<file path="config.mk">
export PLATFORM = sky130hd
export DESIGN_NAME = generic_norm_shift
export DESIGN_NICKNAME = d
export VERILOG_FILES = /design/src/rtl/generic_norm_shift.sv
export SDC_FILE = /design/constraint.sdc
export NUM_CORES = 1
export LEC_CHECK = 0
export BUFFER_PORTS_ARGS = -buffer_cell sky130_fd_sc_hd__buf_2
export CAP_MARGIN = 20
export CORE_MARGIN = 1.5
export CORE_UTILIZATION = 50
export DETAILED_ROUTE_END_ITERATION = 8
export PLACE_DENSITY = 0.78
export SKIP_CTS_REPAIR_TIMING = 1
export SLEW_MARGIN = 20
export SYNTH_ARGS = -nofsm -noshare
export SYNTH_HDL_FRONTEND = slang
export SYNTH_SLANG_ARGS = --single-unit
</file>
<file path="constraint.sdc">
create_clock -name clk -period 4.21 [get_ports clk]
set_input_delay 0.2105 -clock clk [delete_from_list [all_inputs] [get_ports clk]]
set_output_delay 0.2105 -clock clk [all_outputs]
set_load 0.01 [all_outputs]
</file>
<file path="src/rtl/generic_norm_shift.sv">
// Two-stage valid/ready normalizer: shifts a mantissa left by its leading-zero
// count, limited by the exponent so the result never drops below exponent 0.
module generic_norm_shift #(
    parameter  int DW    = 16,
    parameter  int EW    = 8,
    localparam int IDX_W = (DW > 2) ? $clog2(DW - 1) : 1
) (
    input  logic             clk,
    input  logic             rst,
    input  logic             in_valid,
    output logic             in_ready,
    input  logic [DW-1:0]    in_mant,
    input  logic [EW-1:0]    in_exp,
    input  logic [IDX_W-1:0] in_lzc,
    output logic             out_valid,
    input  logic             out_ready,
    output logic [DW-1:0]    out_mant,
    output logic [EW-1:0]    out_exp,
    output logic             out_zero,
    output logic             out_uflow
);

    // Shift count and exponent are compared in a width that holds both without truncation.
    localparam int             CW     = (EW > IDX_W + 1) ? EW : IDX_W + 1;
    localparam logic [CW-1:0]  LZ_MAX = CW'(DW - 1);

    logic             r_s1_valid;
    logic [DW-1:0]    r_s1_mant;
    logic [EW-1:0]    r_s1_exp;
    logic [IDX_W-1:0] r_s1_lzc;
    logic             r_s1_zero;

    logic             r_s2_valid;
    logic [DW-1:0]    r_s2_mant;
    logic [EW-1:0]    r_s2_exp;
    logic             r_s2_zero;
    logic             r_s2_uflow;

    logic             w_s1_load;
    logic             w_s2_load;
    logic [CW-1:0]    w_lz;
    logic [CW-1:0]    w_exp_ext;
    logic [CW-1:0]    w_sh;
    logic             w_uflow;
    logic [DW-1:0]    w_mant_nx;
    logic [EW-1:0]    w_exp_nx;

    assign w_s2_load = !r_s2_valid || out_ready;
    assign w_s1_load = !r_s1_valid || w_s2_load;
    assign in_ready  = w_s1_load;

    // NOTE: every always_comb output gets a default first so no path can infer a latch.
    always_comb begin
        w_lz      = CW'(r_s1_lzc);
        w_exp_ext = CW'(r_s1_exp);
        w_sh      = '0;
        w_uflow   = 1'b0;
        w_mant_nx = '0;
        w_exp_nx  = '0;
        if (w_lz > LZ_MAX) begin
            w_lz = LZ_MAX;
        end
        if (w_lz > w_exp_ext) begin
            w_sh    = w_exp_ext;
            w_uflow = 1'b1;
        end else begin
            w_sh    = w_lz;
        end
        w_mant_nx = r_s1_mant << w_sh;
        w_exp_nx  = r_s1_exp - EW'(w_sh);
    end

    // NOTE: sequential state uses non-blocking assignments so every register samples pre-edge values.
    always_ff @(posedge clk or posedge rst) begin
        if (rst) begin
            r_s1_valid <= 1'b0;
        end else if (w_s1_load) begin
            r_s1_valid <= in_valid;
        end
    end

    // NOTE: S1 payload has no reset; its valid bit alone decides whether the contents mean anything.
    always_ff @(posedge clk) begin
        if (w_s1_load && in_valid) begin
            r_s1_mant <= in_mant;
            r_s1_exp  <= in_exp;
            r_s1_lzc  <= in_lzc;
            r_s1_zero <= (in_mant == '0);
        end
    end

    // S2 payload is reset because it drives the outputs, which must read zero during reset.
    always_ff @(posedge clk or posedge rst) begin
        if (rst) begin
            r_s2_valid <= 1'b0;
            r_s2_mant  <= '0;
            r_s2_exp   <= '0;
            r_s2_zero  <= 1'b0;
            r_s2_uflow <= 1'b0;
        end else if (w_s2_load) begin
            r_s2_valid <= r_s1_valid;
            if (r_s1_valid) begin
                if (r_s1_zero) begin
                    r_s2_mant  <= '0;
                    r_s2_exp   <= '0;
                    r_s2_zero  <= 1'b1;
                    r_s2_uflow <= 1'b0;
                end else begin
                    r_s2_mant  <= w_mant_nx;
                    r_s2_exp   <= w_exp_nx;
                    r_s2_zero  <= 1'b0;
                    r_s2_uflow <= w_uflow;
                end
            end
        end
    end

    assign out_valid = r_s2_valid;
    assign out_mant  = r_s2_mant;
    assign out_exp   = r_s2_exp;
    assign out_zero  = r_s2_zero;
    assign out_uflow = r_s2_uflow;

endmodule

</file>
---- After elaboration in Yosys (flattened, before gate mapping) ----
Index checks and enable logic that the tools add are counted.
cells by class
  reductions and logical operators ........ 7
  magnitude comparators ................... 1
  shift operators ......................... 1
  mux-type cells .......................... 6
  $add $sub $neg .......................... 1
operators with widths
  operator                                       count
  16-bit zero test                               1
  16-bit two-way mux                             1
  8-bit two-way mux                              2
  16-bit by 8-bit << shifter with 16-bit output  1
  4-bit by 8-bit > comparator with 1-bit output  1
  8-bit subtractor                               1
  1-bit two-way mux                              3
  1-bit zero test                                2
  1-bit logical OR                               2
  2-bit AND reduction                            1
  1-bit logical AND                              1
word-level totals
  input bits .............................. 32
  flip-flop bits (word level) ............. 57
  word-level logic and storage cells ...... 26
  output and inout bits ................... 28

---- Depth between registers and ports, before layout ----
Gate-level depths: netlist of run 1.
  word-level depth ........................ 4
  gate-level depth with buffers ........... 17

---- Worst setup path before layout of run 1 ----
No wires, ideal clock.
  kind .................................... reg-to-reg
  from .................................... register r_s1_exp[1]
  to ...................................... register r_s2_exp[7], in the netlist out_exp[7]
  data arrival time ....................... 3.115 ns
  library setup time ...................... 0.121 ns
  path buffers ............................ 2
  setup slack ............................. 0.974 ns
  cell stages (with the launch flop) ...... 18
  path through ............................ edfxtp_1 > inv_1 > ha_1 > nor2b_4 > o211ai_2 > a21oi_4 > mux2_4 > buf_6 > inv_2 > buf_6 > ha_1 > nor2b_1 > o21ai_0 > nand2b_1 > a211o_1 > nor3_1 > xor2_1 > a22o_1
on the way
  word-level cells in the longest chain between the ends .. 4
RTL lines
  item                                           RTL line  RTL
  start, declared                                29        logic [EW-1:0] r_s1_exp;
  start signal, assigned                         86        r_s1_exp <= in_exp;
  4-bit by 8-bit > comparator with 1-bit output  63        if (w_lz > w_exp_ext) begin
  8-bit two-way mux                              63
  8-bit subtractor (*)                           70        w_exp_nx = r_s1_exp - EW'(w_sh);
  8-bit two-way mux (*)                          103       if (r_s1_zero) begin
  end signal, assigned                           110       r_s2_exp <= w_exp_nx;
  end, declared                                  35        logic [EW-1:0] r_s2_exp;
Every way passes the cells marked *; elsewhere a longest branch is shown, timed or not.
A chain may end at the register's enable or synchronous reset.

---- Worst setup path in the final report of run 1 ----
Ends and elaborated chain as after synthesis.

==> results of run 1 <==
metal layers:
layer  part of all wire [%]  vias to the layer above  routed length [um]  GRT usage, %
met2                     44                       70                2450          28.0
li1                       -                     1019                   -             -
met3                    5.6                        8                 311          5.06
met5                      0                        -                   0             0
met4                    1.8                        0                  99          9.30
met1                     49                      996                2700          29.7
stage by stage:
| stage | total power, mW | cell area [sq um] | worst slack [ps] | instances | util [%] |
|---|---|---|---|---|---|
| after CTS | 1.42 | 3410 | 596 | 374 | 61.5 |
| final | 1.41 | 3450 | 610 | 376 | 62.2 |
| after detailed placement | 0.958 | 3230 | 589 | 358 | 58.3 |
| after floorplan | 0.864 | 2880 | 974 | 234 | - |
| after global routing | 1.49 | 3450 | 417 | 376 | 62.2 |
| after global placement | 0.951 | 3230 | 783 | 358 | 58.3 |
cell type report:
cell class / count / area, sq um / area share [%]
Timing Repair Buffer: 64 / 355 / 10.3
Inverter: 10 / 37.5 / 1.09
Multi-Input combinational cell: 157 / 1210 / 35.2
Clock inverter: 5 / 46.3 / 1.34
Clock buffer: 11 / 131 / 3.81
Tap cell: 72 / 90.1 / 2.61
Sequential cell: 57 / 1570 / 45.6
worst max-delay path by stage:
stage                 from          to  depth (start not counted)
4_1_cts        r_s1_exp[1]  out_exp[7]                         15
5_1_grt        r_s1_exp[1]  out_exp[7]                         15
6_report       r_s1_exp[1]  out_exp[7]                         15
2_1_floorplan  r_s1_exp[1]  out_exp[7]                         17
3_3_place_gp   r_s1_exp[1]  out_exp[7]                         15
3_5_place_dp   r_s1_exp[1]  out_exp[7]                         15
registers in the layout, summed over array words and instances, names as in the netlist:
signal / flops
out_mant: 16
out_zero: 1
r_s1_zero: 1
r_s1_valid: 1
out_valid: 1
r_s1_exp: 8
out_exp: 8
out_uflow: 1
r_s1_mant: 16
r_s1_lzc: 4
cells in the final DEF, fill, tap and decap left out, types with 2 or more instances in the layout:
cell type,instances
buf_2,59
mux2i_1,30
edfxtp_1,29
dfrtp_1,28
nand2_1,26
a22o_1,9
clkbuf_8,9
ha_1,8
a21oi_1,7
nor4_1,7
inv_1,7
o21ai_0,7
nand2b_1,6
nor2_1,6
a22oi_1,5
clkinv_1,5
a221oi_1,4
nor3_1,4
o211ai_2,3
o31ai_1,3
nor2b_1,3
xor2_1,3
buf_4,3
mux2_4,2
nand3_1,2
xnor2_1,2
clkbuf_1,2
cell families after synthesis:
group                      count (synthesis)
adders and majority gates                  9
DFF                                       57
buffers and inverters                     20
muxes                                     35
and+or+nand+nor                           61
xor gates and xnor gates                   5
AOI/OAI and AO/OA                         47
where the power goes:
group,switching (mW),internal [mW],total (mW)
Clock,0.195,0.266,0.461
Sequential,0.0364,0.648,0.685
Combinational,0.148,0.118,0.265
==> impl_metrics.py, run 1 <==
metrics = {
    "floorplan": {
        "core_area_sq_mm": 0.00554,
        "std_cell_rows": 27,
        "die_w_um": 78.9,
        "start_util_pct": 52.0,
        "die_area_sq_mm": 0.00623,
        "die_h_um": 78.9,
        "ios": 60,
    },
    "yosys": {
        "synth_fa_ha_area_share_pct": 4.17,
        "syn-cell-area_sq_mm": 0.00288,
        "synthFlopType": "edfxtp_1",
        "yosysMostFrequentCell": "mux2i_1",
        "synth_compound_gate_area_share_pct": 12.7,
        "yosysWarningCount": 0,
        "yosysSeqAreaShare_pct": 54.5,
        "avgSynthCellArea_sq_um": 12.3,
        "muxShareOfSynthArea_pct": 13.0,
        "synth_common_cells": "31 x mux2i_1, 29 x edfxtp_1, 28 x dfrtp_1",
        "synth_top_area_share_pct": 30.2,
        "netlist_instances": 234,
        "yosys-top-cells-area": "edfxtp_1 30%, dfrtp_1 24%, mux2i_1 11%",
        "yosysTopAreaCell": "edfxtp_1",
        "syn_nets": 275,
        "synth_top_family_by_area": "multiplexers",
        "synth-seq-cells": 57,
        "synth_edf_count": 29,
        "synth-simple-area-share_pct": 10.6,
        "synth_xor_area_share_pct": 1.52,
        "ys_async_sr_fraction_pct": 49.1,
        "yosysUniqueCellTypes": 47,
    },
    "flow_run": {
        "maxCapViolCount": 0,
    },
    "timing": {
        "final_hold_viol_count": 0,
        "relSlewSlack_pct": 58.6,
        "fmax_mhz": 278,
        "rsz0062_at_grt": "no",
        "finalCriticalPeriod_ps": 3600,
        "slew_violations": 0,
        "setup_tns_ps": 0,
        "worstMarginPinSlew_ps": 621,
        "setup_viol": 0,
        "skew_ps": 4.67,
        "whs_ps": 59.8,
        "timing.final.crit_share_pct": 85.5,
    },
    "hold_path": {
        "holdPathEnd": "r_s1_exp[4]",
        "hp-class": "in2reg",
        "min_from": "in_exp[4]",
        "hold_depth": 1,
    },
    "placed_design": {
        "dpl.hpwl_um": 4160,
        "portBuffers": 59,
        "globalplace.congestion": 0.854,
    },
    "routing": {
        "wirelength_um": 5560,
        "vias_per_cell": 5.57,
        "num_vias": 2093,
        "ant_nets": 0,
        "wire_per_inst_um": 14.8,
        "drc": 0,
        "dr.pass1.iters": 4,
        "drt_iter0_drc": 144,
    },
    "critical_path": {
        "cp_common_cell": "ha_1",
        "slowest_stage": "mux2_4",
        "reg2reg_depth": 15,
        "slowest_delay_ps": 440,
        "cp_top_family": "compound AO/OA/AOI/OAI gates",
        "crit_fanout": 18,
        "crit_buf_inv": 2,
        "worstSetupEndpointType": "flip-flop",
        "reg2reg_from": "r_s1_exp[1]",
        "crit_arrival_ps": 3820,
        "reg2reg_slack_ps": 610,
        "critPathLaunchType": "flip-flop",
        "worstSetupPathType": "reg2reg",
        "crit_chain": "inv_1, ha_1, nor2b_4, o211ai_2, a21oi_4, mux2_4, inv_2, ha_1, nor2b_1, o21ai_0, nand2b_1, a211o_1, nor3_1, xor2_1, a22o_1",
        "critical_path_required_ps": 4430,
        "worstReg2RegEnd": "out_exp[7]",
    },
    "global_routing": {
        "grt_pass1_vias": 1991,
        "grt_pass1_wl_um": 9460,
        "grt_max_degree": 31,
        "overflow": 0,
        "antenna_found_initial": 0,
        "grtUsageTotal_pct": 20.2,
    },
    "power": {
        "p_leak_nw": 1.59,
        "vdd.ir_drop.worst_mv": 0.207,
        "cellPowerDensity_mw_per_mm2": 410,
    },
    "clocking": {
        "ctsHtreeMaxLevel": 3,
        "clkSlewWorstSetupHoldPaths_ps": 60,
        "clock_latency_ps": 320,
        "cts_tree": "yes",
        "cts_root_buf": "clkbuf_8",
        "numCtsBuffers": 9,
        "clock_path_buffers": 2,
        "cts_sinks": 57,
    },
    "layout": {
        "nFillCells": 453,
        "drive_gt1_share_pct": 28.3,
        "nets": 340,
        "diodes": 0,
        "syn_to_final_growth_pct": 19.5,
    },
    "run_status": {
        "outcome": "complete, no violations",
    },
}
Note: power is estimated with default switching activity, not from simulation.
==> run 2: changes to the inputs <==
--- a/config.mk
+++ b/config.mk
@@ -7,9 +7,11 @@
 export LEC_CHECK = 0
 export BUFFER_PORTS_ARGS = -buffer_cell sky130_fd_sc_hd__buf_2
 export CAP_MARGIN = 20
-export CORE_MARGIN = 1.5
+export CORE_MARGIN = 1
 export CORE_UTILIZATION = 50
+export CTS_BUF_LIST = sky130_fd_sc_hd__clkbuf_8
 export DETAILED_ROUTE_END_ITERATION = 8
+export MAX_ROUTING_LAYER = met4
 export PLACE_DENSITY = 0.78
 export SKIP_CTS_REPAIR_TIMING = 1
 export SLEW_MARGIN = 20
==> run 2 against run 1 <==
Effect of this change: count of clock-buffer cells in the layout down 2; register-to-register slack improved by 60 ps; critical path type unchanged; cell count shrank 0.27%; combinational power barely moved; clock power decreased by 14%; highest routed layer unchanged; critical path depth stayed put.
==> impl_metrics.py, run 2 (synthesis results as in run 1) <==
metrics = {
    "run_status": {
        "outcome": "complete, no violations",
    },
    "timing": {
        "fmax_mhz": 282,
        "setup_viol": 0,
        "setup_tns_ps": 0,
        "rsz0062_at_grt": "no",
        "worstMarginPinSlew_ps": 618,
        "finalCriticalPeriod_ps": 3540,
        "relSlewSlack_pct": 58.8,
        "timing.final.crit_share_pct": 84.1,
        "whs_ps": 59.6,
        "slew_violations": 0,
        "skew_ps": 7.61,
        "final_hold_viol_count": 0,
    },
    "layout": {
        "final_common_cell": "buf_2",
        "nFillCells": 470,
        "drive_gt1_share_pct": 28.7,
        "final_cell_mix": "59 x buf_2, 30 x mux2i_1, 29 x edfxtp_1, 28 x dfrtp_1, 26 x nand2_1",
        "nets": 339,
        "syn_to_final_growth_pct": 17.8,
        "diodes": 0,
    },
    "floorplan": {
        "die_w_um": 77.9,
        "start_util_pct": 52.0,
        "die_area_sq_mm": 0.00607,
        "die_h_um": 77.9,
        "core_area_sq_mm": 0.00554,
        "ios": 60,
        "std_cell_rows": 27,
    },
    "clocking": {
        "clock_latency_ps": 320,
        "cts_tree": "yes",
        "numCtsBuffers": 9,
        "cts_sinks": 57,
        "cts_root_buf": "clkbuf_8",
        "clock_path_buffers": 2,
        "ctsHtreeMaxLevel": 3,
        "clkSlewWorstSetupHoldPaths_ps": 60,
    },
    "flow_run": {
        "maxCapViolCount": 0,
    },
    "routing": {
        "drt_iter0_drc": 183,
        "wirelength_um": 5570,
        "ant_nets": 0,
        "num_vias": 2069,
        "vias_per_cell": 5.52,
        "drc": 0,
        "wire_per_inst_um": 14.8,
        "dr.pass1.iters": 4,
    },
    "critical_path": {
        "critPathLaunchType": "flip-flop",
        "worstSetupEndpointType": "flip-flop",
        "critical_path_required_ps": 4430,
        "crit_buf_inv": 2,
        "reg2reg_slack_ps": 670,
        "slowest_delay_ps": 440,
        "endpoint": "out_exp[7]",
        "worstReg2RegEnd": "out_exp[7]",
        "crit_fanout": 18,
        "reg2reg_from": "r_s1_exp[1]",
        "slowest_stage": "mux2_4",
        "cp_common_cell": "ha_1",
        "crit_path_start": "r_s1_exp[1]",
        "worstSetupPathType": "reg2reg",
        "crit_arrival_ps": 3760,
        "reg2reg_depth": 15,
        "path_depth": 15,
        "cp_top_family": "compound AO/OA/AOI/OAI gates",
        "crit_chain": "inv_1, ha_1, nor2b_4, o211ai_2, a21oi_4, mux2_4, inv_2, ha_1, nor2b_1, o21ai_0, nand2b_1, a211o_1, nor3_1, xor2_1, a22o_1",
    },
    "global_routing": {
        "overflow": 0,
        "grt_pass1_vias": 2011,
        "grtUsageTotal_pct": 20.9,
        "grt_pass1_wl_um": 9400,
        "grt_max_degree": 31,
        "antenna_found_initial": 0,
    },
    "placed_design": {
        "portBuffers": 59,
        "globalplace.congestion": 0.835,
        "dpl.hpwl_um": 4160,
    },
    "power": {
        "vdd.ir_drop.worst_mv": 0.233,
        "p_leak_nw": 1.58,
        "cellPowerDensity_mw_per_mm2": 396,
        "power_mw": 1.35,
    },
    "hold_path": {
        "hp-class": "in2reg",
    },
}
run 2: cell types whose count changed in the layout (fill, tap and decap cells not counted), sizes merged:
cell,delta
buf,-1
bufinv,-1
clkbuf,-2
inv,+3
run 2: per-stage QoR:
| stage | utilization (%) | std cells | setup slack [ps] | cell area, sq um |
|---|---|---|---|---|
| floorplan | - | 234 | 974 | 2880 |
| global placement | 58.3 | 358 | 788 | 3230 |
| detailed placement | 58.3 | 358 | 662 | 3230 |
| CTS | 61.1 | 374 | 656 | 3380 |
| global route | 61.3 | 375 | 477 | 3390 |
| finish | 61.3 | 375 | 670 | 3390 |
run 2: worst reg2reg max path, delay by kind of cell, from the launching register on:
family	cells	cell delay (ps)
AO/OA/AOI/OAI	5	1030
XOR/XNOR	1	110
adder cells (fa/ha/maj)	2	570
buffers and inverters	2	340
flip-flops	1	380
multiplexers	1	440
AND/OR/NAND/NOR	4	570
run 2: layer usage:
| layer | routed length [um] | track usage, % |
|---|---|---|
| met1 | 2720 | 28.5 |
| met3 | 321 | 4.59 |
| met2 | 2420 | 28.8 |
| met5 | 0 | - |
| met4 | 113 | 11.9 |
run 2: power breakdown:
| part | internal, mW | switching [mW] | total (mW) |
|---|---|---|---|
| logic | 0.115 | 0.149 | 0.264 |
| clock network | 0.201 | 0.196 | 0.397 |
| registers | 0.648 | 0.0367 | 0.685 |
| total | 0.965 | 0.381 | 1.35 |
run 2: worst min path at each step:
stage	startpoint	endpoint	slack (ps)	depth (start not counted)
finish	in_lzc[2]	r_s1_lzc[2]	60	1
global route	in_lzc[0]	r_s1_lzc[0]	50	1
CTS	in_lzc[2]	r_s1_lzc[2]	50	1
detailed placement	in_exp[7]	r_s1_exp[7]	390	1
global placement	in_exp[5]	r_s1_exp[5]	390	1
floorplan	rst	out_exp[0]	280	1
run 2: final cells by class:
type / instances / area (sq um) / area share (%)
timing repair buffer: 63 / 328 / 9.66
clock buffer: 9 / 124 / 3.65
clock inverter: 7 / 30.0 / 0.885
inverter: 10 / 37.5 / 1.11
sequential: 57 / 1570 / 46.3
multi-input combinational: 157 / 1210 / 35.8
tap: 72 / 90.1 / 2.65
